**config.mk**
```make
export PLATFORM = sky130hd
export DESIGN_NAME = cache_mem_arbiter
export DESIGN_NICKNAME = d
export VERILOG_FILES = /design/src/rtl/cache_pkg.sv /design/src/rtl/arb_rr2.sv /design/src/rtl/cache_mem_arbiter.sv
export SDC_FILE = /design/constraint.sdc
export NUM_CORES = 1
export LEC_CHECK = 0
export ABC_AREA = 1
export BUFFER_PORTS_ARGS = -buffer_cell sky130_fd_sc_hd__buf_2
export CAP_MARGIN = 10
export CORE_AREA = 2 2 105 107
export DETAILED_ROUTE_END_ITERATION = 10
export DIE_AREA = 0 0 107 109
export GPL_ROUTABILITY_DRIVEN = 0
export SLEW_MARGIN = 20
export SYNTH_ARGS = -nofsm -noshare
export SYNTH_HDL_FRONTEND = slang
export SYNTH_SLANG_ARGS = --single-unit
```
**constraint.sdc**
```tcl
create_clock -name clk -period 1.4 [get_ports clk]
set_clock_uncertainty 0.15 [all_clocks]
set_input_delay 0.28 -clock clk [delete_from_list [all_inputs] [get_ports clk]]
set_output_delay 0.28 -clock clk [all_outputs]
set_load 0.01 [all_outputs]
```
**src/rtl/cache_pkg.sv**
```systemverilog
// Shared definitions for the cache-to-memory arbiter.
package cache_pkg;

  // Default number of 32-bit beats in a cache line refill.
  localparam int LINE_WORDS_DEF = 8;

  typedef enum logic [1:0] {
    IDLE = 2'd0,
    ADDR = 2'd1,
    DATA = 2'd2
  } state_e;

  // Encoding matters: the round-robin picker returns 1 for the dcache.
  typedef enum logic {
    OWN_I = 1'b0,
    OWN_D = 1'b1
  } owner_e;

endpackage

```
**src/rtl/arb_rr2.sv**
```systemverilog
// Two-way round-robin pick: req[0] = icache, req[1] = dcache.
// grant is 0 for icache and 1 for dcache; only meaningful when req != 0.
module arb_rr2 (
  input  logic [1:0] req,
  input  logic       last_grant,
  output logic       grant
);

  // A lone requester wins outright; on a tie the side not served last wins.
  always_comb begin
    grant = 1'b0;
    case (req)
      2'b10:   grant = 1'b1;
      2'b11:   grant = ~last_grant;
      default: grant = 1'b0;
    endcase
  end

endmodule

```
**src/rtl/cache_mem_arbiter.sv**
```systemverilog
// Arbitrates icache line refills and dcache reads/writes onto one memory port.
// One transaction is outstanding at a time.
//
//   state | meaning
//   IDLE  | no transaction; grant on any request
//   ADDR  | m_req high, waiting for m_addr_ok
//   DATA  | forwarding m_data_ok beats until the beat counter reaches zero
module cache_mem_arbiter
  import cache_pkg::*;
#(
  parameter int LINE_WORDS = LINE_WORDS_DEF,
  parameter int AW         = 32
) (
  input  logic          clk,
  input  logic          resetn,
  input  logic          i_req,
  input  logic [AW-1:0] i_addr,
  output logic          i_addr_ok,
  output logic          i_data_ok,
  output logic [31:0]   i_rdata,
  input  logic          d_req,
  input  logic          d_wr,
  input  logic [AW-1:0] d_addr,
  input  logic [31:0]   d_wdata,
  output logic          d_addr_ok,
  output logic          d_data_ok,
  output logic [31:0]   d_rdata,
  output logic          m_req,
  output logic          m_wr,
  output logic [AW-1:0] m_addr,
  output logic [31:0]   m_wdata,
  input  logic          m_addr_ok,
  input  logic          m_data_ok,
  input  logic [31:0]   m_rdata,
  output logic          busy
);

  // One extra bit so LINE_WORDS itself fits in the counter.
  localparam int CW = $clog2(LINE_WORDS) + 1;

  state_e        state_q;
  owner_e        owner_q;
  owner_e        last_q;
  logic [CW-1:0] cnt_q;
  logic          rr_grant;
  logic          own_d;
  logic          in_addr;
  logic          in_data;

  arb_rr2 u_rr (
    .req        ({d_req, i_req}),
    .last_grant (last_q),
    .grant      (rr_grant)
  );

  // Transaction FSM and beat counter; last_q records the winner at grant time.
  always_ff @(posedge clk or negedge resetn) begin
    if (!resetn) begin
      state_q <= IDLE;
      owner_q <= OWN_I;
      last_q  <= OWN_I;
      cnt_q   <= '0;
    end else begin
      case (state_q)
        IDLE: begin
          if (i_req || d_req) begin
            owner_q <= owner_e'(rr_grant);
            last_q  <= owner_e'(rr_grant);
            state_q <= ADDR;
          end
        end
        ADDR: begin
          if (m_addr_ok) begin
            state_q <= DATA;
            cnt_q   <= (owner_q == OWN_D && d_wr) ? CW'(1) : CW'(LINE_WORDS);
          end
        end
        DATA: begin
          if (m_data_ok) begin
            cnt_q <= cnt_q - CW'(1);
            if (cnt_q == CW'(1)) state_q <= IDLE;
          end
        end
        default: state_q <= IDLE;
      endcase
    end
  end

  assign own_d   = (owner_q == OWN_D);
  assign in_addr = (state_q == ADDR);
  assign in_data = (state_q == DATA);

  assign busy    = (state_q != IDLE);
  assign m_req   = in_addr;
  assign m_addr  = in_addr ? (own_d ? d_addr : i_addr) : '0;
  assign m_wr    = in_addr & own_d & d_wr;
  assign m_wdata = (in_addr && own_d) ? d_wdata : 32'h0;

  assign i_addr_ok = in_addr & ~own_d & m_addr_ok;
  assign d_addr_ok = in_addr &  own_d & m_addr_ok;
  assign i_data_ok = in_data & ~own_d & m_data_ok;
  assign d_data_ok = in_data &  own_d & m_data_ok;

  // Read data is broadcast; the data_ok strobes qualify it.
  assign i_rdata = m_rdata;
  assign d_rdata = m_rdata;

endmodule

```
==> key figures <==
Run status
  – Outcome: finished with violations
  – Violated checks: negative setup slack

Place
  – IO buf count: 173
  – Pre-CTS setup slack: -0.200 ns
  – Placed Area: 2480 sq um
  – Hpwl dp: 5400 microns

Timing
  – Final setup viols: 71
  – Max-slew violation count: 0
  – Relative slew slack: 84.6%
  – Tcrit/Tclk final: 134%
  – Worst-margin pin slew: 0.231 ns
  – Hold Slack: 0.150 ns
  – Slack of the critical path: -0.478 ns
  – Highest clock rate: 532 MHz
  – Final hold vios: 0
  – Unrepaired setup endpoints after global routing: true
  – Tmin final: 1.88 ns

Floorplan
  – Die Area: 11700 sq um
  – CORE AREA: 10600 sq um
  – IO Pins: 270
  – Die X-Extent: 107 microns
  – Row Count: 38
  – Initial core utilization: 15.9%
  – Die H: 109 microns

Drt
  – Vias: 2374
  – Pre-antenna DRT Iters: 4
  – Total Wirelength: 8140 microns
  – Drt wl/cell: 14.2 microns
  – Routed vias/inst: 4.14
  – Final antenna-violating net count: 0
  – Iteration-0 DRC Markers: 98
  – Remaining DRCs: 0

Power
  – Sequential power share: 6.3%
  – Switching share of total power: 47.6%
  – VDD IR-drop max: 0.697 mV
  – P_leak: 1.88 nW
  – P per Cell Area: 1880 nW/um^2
  – Pint: 3.36 mW
  – Switch Pwr: 3.06 mW
  – Pwr Total: 6.43 mW
  – Comb pwr share: 89.3%
  – Clock power share: 4.5%

Clocking
  – Sink Count: 7
  – CTS Buffer Depth: 2
  – Root buf cell: clkbuf_8
  – Reg clk slew, reported paths: 0.04 ns
  – Htree depth: 1
  – TritonCTS buffer count: 3
  – Clk_lat worst skew: 0.23 ns
  – CTS tree: done

Worst hold path
  – WHS Path Cells: 3
  – Worst Hold End: state_q[0]$_DFFE_PN0P_
  – Hold Path Class: input port to flip-flop
  – Worst Hold Launch: d_req

Final layout
  – Most frequent cells in the layout: buf_2, buf_6, nand3_1
  – Sequential Area: 178 sq um
  – Filler cells: 1157
  – P&R area growth vs syn: 103%
  – Post-route cell area: 3420 sq um
  – Final core utilization: 32.3%
  – Area of the multi-input gates: 1230 sq um
  – Number of diodes: 0
  – Total Nets Final: 572
  – Share of post-route cells with drive strength above 1: 72.8%
  – Commonest non-fill, non-tap cell in the layout: buf_2

Setup path
  – R2R setup slack: 0.02 ns
  – Worst Setup Start Kind: flip-flop
  – Data required time of the worst path: 0.97 ns
  – CP endpoint kind: output port
  – Crit path max fanout: 8
  – Critical path arrival: 1.45 ns
  – Worst R2R End: state_q[0]$_DFFE_PN0P_
  – R2R Path Start: state_q[1]$_DFFE_PN0P_
  – Reg2Reg Depth: 7
  – CP Class: flip-flop to output port

Logic synthesis
  – Mapped Area: 1690 sq um
  – Mapped Cells: 303
  – Yosys warns: 0
  – Cell variety after synth: 17
  – Syn nets: 440
  – Register bit count reported by yosys: 7
  – Avg Inst Size Synth: 5.56 sq um
  – Post-synthesis sequential area ratio: 10.4%

GRT
  – First-pass GRT wire length: 9050 microns
  – Initial antenna violation count: 0
  – Total gr overflow: 0
  – Largest net degree at the start of global routing: 34
  – Vias in the first global route: 1883
  – GRT Util Overall: 9.79%

Job
  – Max-cap violation count: 0
-- what timing repair did --
action                     in CTS  in global routing
resized for setup              15                102
gates cloned                    0                 11
pin swaps                       1                 14
hold buffers                    1                  0
buffers inserted                3                  9
hold endpoints to repair        7                  0
setup endpoints to repair      71                 73
-- power by group through the flow --
| stage | Clock [mW] | Combinational, mW | Sequential (mW) |
|---|---|---|---|
| floorplan | 0 | 2.42 | 0.375 |
| global placement | 0 | 3.48 | 0.399 |
| detailed placement | 0 | 3.50 | 0.398 |
| CTS | 0.289 | 3.70 | 0.397 |
| global route | 0.313 | 6.17 | 0.421 |
| finish | 0.287 | 5.74 | 0.402 |
-- state kept, by name (all words and copies together), names as in the netlist --
register	flops
cnt_q	4
last_q	1
state_q	2
-- worst max path at each step --
stage / start / cells past startpoint / end / slack, ns
floorplan: state_q[0]$_DFFE_PN0P_ / 5 / m_wdata[10] / -0.03
global placement: last_q$_DFFE_PN0P_ / 5 / m_addr[31] / -0.20
detailed placement: state_q[0]$_DFFE_PN0P_ / 6 / d_addr_ok / -0.20
CTS: state_q[0]$_DFFE_PN0P_ / 6 / m_addr[2] / -0.44
global route: state_q[1]$_DFFE_PN0P_ / 6 / m_addr[26] / -0.53
finish: state_q[1]$_DFFE_PN0P_ / 6 / m_addr[26] / -0.48
-- logic make-up after synthesis --
| logic type | share of synthesized area, % |
|---|---|
| xor+xnor | 0.520 |
| buf+inv | 43.5 |
| fa+ha+maj | 1.48 |
| simple gates | 42.6 |
| compound gates | 1.48 |
| flops | 10.4 |
-- synth_stat cells (all sizes together) --
cell / instances / area share (%)
nor3: 1 / 0.30
nand3: 71 / 21
clkbuf: 4 / 0.89
inv: 43 / 9.6
xor2: 1 / 0.52
nor4: 1 / 0.37
o21ai: 5 / 1.5
nand2: 51 / 12
dfrtp: 7 / 10
ha: 2 / 1.5
buf: 77 / 33
nor2: 40 / 9.4
-- stage by stage --
step / TNS [ns] / std cells
after floorplan: -1.00 / 303
after global placement: -9.34 / 546
after detailed placement: -9.76 / 546
after CTS: -26.56 / 554
after global routing: -32.51 / 574
final: -28.13 / 574
-- critical path, cell delays in order (launching register included) --
cell     delay (ns)
dfrtp_2        0.42
nor2_4         0.19
buf_6          0.17
buf_6          0.15
nand3_1        0.10
nand2_2        0.09
buf_6          0.10
-- layer usage --
metal | track usage, % | share of wire [%] | vias up
met4 | 4.36 | 3.5 | 0
met3 | 3.29 | 8.7 | 34
li1 | - | - | 1134
met1 | 9.91 | 35 | 1081
met5 | 0 | 0 | -
met2 | 18.2 | 52 | 125
-- layout make-up --
type                    instances  share of cell area [%]
flip-flops and latches          7                    5.19
inverters                      43                    4.79
clock buffers                   4                    1.32
multi-input cells             172                    36.0
well taps                     140                    5.12
repair buffers                208                    47.6
(Power assumes the default switching activity.)
